==> src/rtl/pipe_pkg.sv <==
// Shared widths and control-bundle layout for the decode/execute skid stage.
// The stage itself treats the control bundle as opaque bits.
package pipe_pkg;

   localparam int DEF_DATA_W = 160;
   localparam int DEF_CTRL_W = 22;

   // Control-bundle field offsets (LSB positions); shift and aluctrl are 5 bits, rd is 5 bits.
   localparam int CTRL_SHIFT_LSB   = 0;
   localparam int CTRL_ALUCTRL_LSB = 5;
   localparam int CTRL_EXTOP_BIT   = 10;
   localparam int CTRL_ALUSRC_BIT  = 11;
   localparam int CTRL_REGW_BIT    = 12;
   localparam int CTRL_MEMW_BIT    = 13;
   localparam int CTRL_MEM2R_BIT   = 14;
   localparam int CTRL_BRANCH_BIT  = 15;
   localparam int CTRL_RD_LSB      = 16;
   localparam int CTRL_JUMP_BIT    = 21;

   typedef struct packed {
      logic       jump;
      logic [4:0] rd;
      logic       branch;
      logic       mem2r;
      logic       memw;
      logic       regw;
      logic       alusrc;
      logic       extop;
      logic [4:0] aluctrl;
      logic [4:0] shift;
   } ctrl_t;

   // Source selected when the main slot loads.
   typedef enum logic {
      SRC_IN   = 1'b0,
      SRC_SKID = 1'b1
   } main_src_e;

endpackage

==> src/rtl/pipe_slot.sv <==
// One holding register: valid bit plus payload/control, with load and clear.
// Clear wins over load and zeroes control so an empty slot always reads as a NOP.
module pipe_slot
   import pipe_pkg::*;
#(
   parameter int DATA_W = DEF_DATA_W,
   parameter int CTRL_W = DEF_CTRL_W
) (
   input  logic              clk,
   input  logic              rst,
   input  logic              load,
   input  logic              clr,
   input  logic [DATA_W-1:0] in_data,
   input  logic [CTRL_W-1:0] in_ctrl,
   output logic              valid,
   output logic [DATA_W-1:0] out_data,
   output logic [CTRL_W-1:0] out_ctrl
);

   logic              valid_q, valid_d;
   logic [DATA_W-1:0] data_q, data_d;
   logic [CTRL_W-1:0] ctrl_q, ctrl_d;

   always_comb begin
      valid_d = valid_q;
      data_d  = data_q;
      ctrl_d  = ctrl_q;
      if (clr) begin
         valid_d = 1'b0;
         ctrl_d  = '0;
      end else if (load) begin
         valid_d = 1'b1;
         data_d  = in_data;
         ctrl_d  = in_ctrl;
      end
   end

   always_ff @(posedge clk or posedge rst) begin
      if (rst) begin
         valid_q <= 1'b0;
         data_q  <= '0;
         ctrl_q  <= '0;
      end else begin
         valid_q <= valid_d;
         data_q  <= data_d;
         ctrl_q  <= ctrl_d;
      end
   end

   assign valid    = valid_q;
   assign out_data = data_q;
   assign out_ctrl = ctrl_q;

endmodule

==> src/rtl/pipe_skid_stage.sv <==
// Two-entry skid pipeline stage: main slot drives the outputs, skid slot absorbs
// one extra entry so in_ready can be a flop instead of a path from out_ready.
module pipe_skid_stage
   import pipe_pkg::*;
#(
   parameter int DATA_W = DEF_DATA_W,
   parameter int CTRL_W = DEF_CTRL_W
) (
   input  logic              clk,
   input  logic              rst,
   input  logic              in_valid,
   output logic              in_ready,
   input  logic [DATA_W-1:0] in_data,
   input  logic [CTRL_W-1:0] in_ctrl,
   input  logic              flush,
   output logic              out_valid,
   input  logic              out_ready,
   output logic [DATA_W-1:0] out_data,
   output logic [CTRL_W-1:0] out_ctrl,
   output logic [1:0]        count
);

   logic              main_v, skid_v;
   logic [DATA_W-1:0] main_data, skid_data, main_ld_data;
   logic [CTRL_W-1:0] main_ctrl, skid_ctrl, main_ld_ctrl;
   logic              main_ld, main_clr, skid_ld, skid_clr;
   logic              accept, pop;
   main_src_e         main_src;

   assign accept = in_valid & ~skid_v;
   assign pop    = main_v & out_ready;

   // Skid is only ever occupied while main is, so main-empty implies skid-empty.
   always_comb begin
      main_ld  = 1'b0;
      main_clr = 1'b0;
      skid_ld  = 1'b0;
      skid_clr = 1'b0;
      main_src = SRC_IN;
      if (flush) begin
         main_clr = 1'b1;
         skid_clr = 1'b1;
      end else if (pop) begin
         if (skid_v) begin
            main_ld  = 1'b1;
            main_src = SRC_SKID;
            skid_clr = 1'b1;
         end else if (accept) begin
            main_ld = 1'b1;
         end else begin
            main_clr = 1'b1;
         end
      end else if (accept) begin
         if (main_v) skid_ld = 1'b1;
         else        main_ld = 1'b1;
      end
   end

   assign main_ld_data = (main_src == SRC_SKID) ? skid_data : in_data;
   assign main_ld_ctrl = (main_src == SRC_SKID) ? skid_ctrl : in_ctrl;

   pipe_slot #(.DATA_W(DATA_W), .CTRL_W(CTRL_W)) u_main (
      .clk      (clk),
      .rst      (rst),
      .load     (main_ld),
      .clr      (main_clr),
      .in_data  (main_ld_data),
      .in_ctrl  (main_ld_ctrl),
      .valid    (main_v),
      .out_data (main_data),
      .out_ctrl (main_ctrl)
   );

   pipe_slot #(.DATA_W(DATA_W), .CTRL_W(CTRL_W)) u_skid (
      .clk      (clk),
      .rst      (rst),
      .load     (skid_ld),
      .clr      (skid_clr),
      .in_data  (in_data),
      .in_ctrl  (in_ctrl),
      .valid    (skid_v),
      .out_data (skid_data),
      .out_ctrl (skid_ctrl)
   );

   assign in_ready  = ~skid_v;
   assign out_valid = main_v;
   assign out_data  = main_data;
   assign out_ctrl  = main_v ? main_ctrl : '0;
   assign count     = {1'b0, main_v} + {1'b0, skid_v};

endmodule

==> config.mk <==
export PLATFORM = sky130hd
export DESIGN_NAME = pipe_skid_stage
export DESIGN_NICKNAME = d
export VERILOG_FILES = /design/src/rtl/pipe_pkg.sv /design/src/rtl/pipe_slot.sv /design/src/rtl/pipe_skid_stage.sv
export SDC_FILE = /design/constraint.sdc
export NUM_CORES = 1
export LEC_CHECK = 0
export ABC_CLOCK_PERIOD_IN_PS = 11200
export CAP_MARGIN = 20
export CORE_MARGIN = 4
export CORE_UTILIZATION = 47
export CTS_BUF_LIST = sky130_fd_sc_hd__clkbuf_8
export CTS_CLUSTER_DIAMETER = 150
export DETAILED_ROUTE_END_ITERATION = 16
export GPL_TIMING_DRIVEN = 0
export PLACE_DENSITY_LB_ADDON = 0.08
export SETUP_SLACK_MARGIN = 0.1
export SYNTH_ARGS = -nofsm -noshare
export SYNTH_HDL_FRONTEND = slang
export SYNTH_SLANG_ARGS = --single-unit
==> constraint.sdc <==
create_clock -name clk -period 11.2 [get_ports clk]
set_input_delay 1.12 -clock clk [delete_from_list [all_inputs] [get_ports clk]]
set_output_delay 1.12 -clock clk [all_outputs]
set_load 0.01 [all_outputs]
==> impl_metrics.py <==
metrics = {
    "layout": {
        "layout_common_cells": "mux2_2 (480), clkdlybuf4s50_1 (372), dfrtp_1 (366), clkbuf_8 (83), buf_2 (41)",
        "final_common_cell": "mux2_2",
        "post-route-util_pct": 64.62,
        "area_growth_pct": 36.14,
        "fin_nets": 1658,
        "drive_gt1_share_pct": 41.80,
    },
    "clocking": {
        "cts_buffers": 61,
        "cts_tree": "yes",
        "hold_buffers": 0,
        "cts.path.max_buffers": 3,
        "htreeDepth": 2,
        "clk_pin_slew_ns": 0.06,
        "clock_sinks": 366,
        "cts_setup_buffers": 0,
        "clock_latency_ns": 0.60,
        "cts_resized": 0,
        "cts_root_buf": "clkbuf_8",
    },
    "timing": {
        "max_slew_margin_pct": 43.81,
        "skew_ns": 0.01521,
        "setup_violations": 0,
        "final.min_clock_period_ns": 3.529,
        "report.final.slew_viol_count": 0,
        "tns_ns": 0,
        "hold_violations": 0,
        "tightestPinTransition_ns": 0.8429,
        "fmax_mhz": 283.4,
        "post-route-period-util_pct": 31.51,
        "rsz0062_at_grt": "false",
    },
    "drt": {
        "drt-total-wl_um": 38800,
        "ant_nets": 0,
        "drtIter0Drc": 213,
        "via_per_inst": 5.131,
        "first_pass_iters": 4,
        "drc": 0,
        "routedWlPerCell_um": 19.77,
        "vias": 10070,
    },
    "placement": {
        "hpwl_um": 28030,
        "port_buffers": 372,
        "place_congestion": 0.7571,
    },
    "grt": {
        "grt_pass1_wl_um": 60580,
        "grt_usage_pct": 20.84,
        "grt_max_degree": 42,
        "grt_pass1_vias": 11010,
        "antenna_found_initial": 4,
        "gr-total-overflow": 0,
    },
    "worst_setup_path": {
        "startpoint_type": "flop",
        "critPathKind": "flop to output port",
        "cp.arrival_ns": 2.41,
        "required_ns": 10.08,
        "cp_max_fo": 10,
        "setup.worst_path.end_class": "output port",
    },
    "pwr": {
        "p_sw_uw": 979.5,
        "p_total_uw": 3805,
        "p_int_uw": 2825,
        "switching_share_pct": 25.74,
        "ir_drop_uv": 122.3,
        "cellPowerDensity_nw_per_um2": 176.0,
        "leakagePower_uw": 0.009327,
        "p_clk_share_pct": 30.8,
        "combPwrFrac_pct": 22.6,
        "p_seq_share_pct": 46.6,
    },
    "status": {
        "status": "finished clean",
    },
    "die": {
        "die_area_sq_um": 36790,
        "fp-row-count": 67,
        "io_pins": 373,
        "die_w_um": 191.8,
        "die_h_um": 191.8,
        "start_util_pct": 47.47,
        "core-area_sq_um": 33450,
    },
    "synth": {
        "syn_avg_cell_area_sq_um": 15.49,
        "synthesis.nets": 1213,
        "seq_area_frac_synth_pct": 57.68,
        "synth_cell_types": 27,
        "synth_area_sq_um": 15880,
        "ys_ff_latch": 366,
        "yosys_warnings": 0,
        "synthCells": 1025,
    },
    "run": {
        "drv_cap": 0,
    },
    "worst_hold_path": {
        "hold_class": "flop to flop",
    },
}
cells by family (layout without fill, tap and decap cells):
kind of cell / Yosys count / count (layout) / share of synthesized area (%)
buffers and inverters: 73 / 560 / 2.593
adder cells (fa/ha/maj): 1 / 1 / 0.07879
other: 0 / 3 / 0
flip-flops: 366 / 366 / 57.68
AO/OA/AOI/OAI: 50 / 50 / 2.821
AND/OR/NAND/NOR: 33 / 33 / 1.395
multiplexers: 502 / 502 / 35.43
sequential cells by signal, indices dropped and copies added (netlist names):
register / flops
u_skid.valid: 1
u_main.out_data: 160
u_skid.out_data: 160
u_main.valid: 1
u_main.out_ctrl: 22
u_skid.out_ctrl: 22
metal layers:
layer | GRT usage, % | share of wire, %
met2 | 33.48 | 47
met3 | 7.615 | 8.4
met4 | 6.077 | 2.2
met5 | 0 | 0.093
met1 | 26.67 | 42
per-stage QoR:
| step | cells | hold WS, ns | worst slack (ns) | instance area, sq um |
|---|---|---|---|---|
| final | 1963 | 0.4832 | 7.671 | 21620 |
| after global routing | 1961 | 0.4872 | 7.517 | 21610 |
| after CTS | 1960 | 0.4834 | 7.603 | 21610 |
| after detailed placement | 1855 | 0.4682 | 7.465 | 20370 |
| after global placement | 1845 | 0.4673 | 2.470 | 20170 |
| after floorplan | 1025 | 0.4487 | 5.170 | 15880 |
cells in the mapped netlist:
library cell | number | area [sq um]
a21oi_1 | 2 | 10.01
nand2b_1 | 1 | 6.260
or4_1 | 1 | 7.510
o21a_1 | 1 | 7.510
mux2i_1 | 22 | 220.2
nor2b_1 | 2 | 12.51
inv_1 | 4 | 15.01
ha_1 | 1 | 12.51
nor4_4 | 1 | 21.27
nor2_1 | 1 | 3.750
and2_0 | 1 | 6.260
o21ai_0 | 2 | 10.01
buf_1 | 2 | 7.510
buf_2 | 41 | 205.2
a32o_1 | 22 | 220.2
mux2_2 | 480 | 5405
clkbuf_1 | 13 | 48.80
dfrtp_1 | 366 | 9159
nand4b_1 | 1 | 8.760
and2_1 | 22 | 137.6
buf_4 | 3 | 22.52
nand2_1 | 1 | 3.750
nor4_1 | 1 | 6.260
buf_6 | 10 | 112.6
o2bb2ai_1 | 22 | 192.7
nor3b_1 | 1 | 7.510
a21boi_0 | 1 | 7.510
layout make-up:
| type | instances | area, sq um |
|---|---|---|
| clock buffer | 83 | 1142 |
| tap | 448 | 560.5 |
| clock inverter | 22 | 92.59 |
| multi-input combinational | 586 | 6307 |
| antenna | 3 | 7.507 |
| fill | 2562 | 11830 |
| buffer | 69 | 396.6 |
| timing repair buffer | 382 | 3931 |
| sequential | 366 | 9159 |
| inverter | 4 | 18.77 |
worst max-delay path, stage by stage (launching register included):
cell and delay, ns:
dfrtp_1 0.45, buf_2 0.25, clkbuf_1 0.35, and2_1 0.21, clkdlybuf4s50_1 0.54
final timing paths:
| path | start | to | slack (ns) | depth (start not counted) |
|---|---|---|---|---|
| max in group asynchronous | rst | u_main.out_data[36]$_DFFE_PP0P_ | 8.89 | 6 |
| min in group asynchronous | rst | u_main.out_data[104]$_DFFE_PP0P_ | 0.94 | 2 |
| max reg2reg | u_main.valid$_DFFE_PP0P_ | u_skid.out_data[76]$_DFFE_PP0P_ | 8.60 | 6 |
| min | u_main.out_ctrl[12]$_DFFE_PP0P_ | u_main.out_ctrl[12]$_DFFE_PP0P_ | 0.48 | 1 |
| min reg2reg | u_main.out_ctrl[12]$_DFFE_PP0P_ | u_main.out_ctrl[12]$_DFFE_PP0P_ | 0.48 | 1 |
| max | u_main.valid$_DFFE_PP0P_ | out_ctrl[20] | 7.67 | 4 |
power by group through the flow:
stage,logic [uW],registers (uW),clock network (uW)
after global routing,925,1810,1270
after CTS,874,1780,1210
after detailed placement,871,1800,0
final,860,1770,1170
after floorplan,367,1830,0
after global placement,845,1780,0
Note: power is estimated with default switching activity, not from simulation.
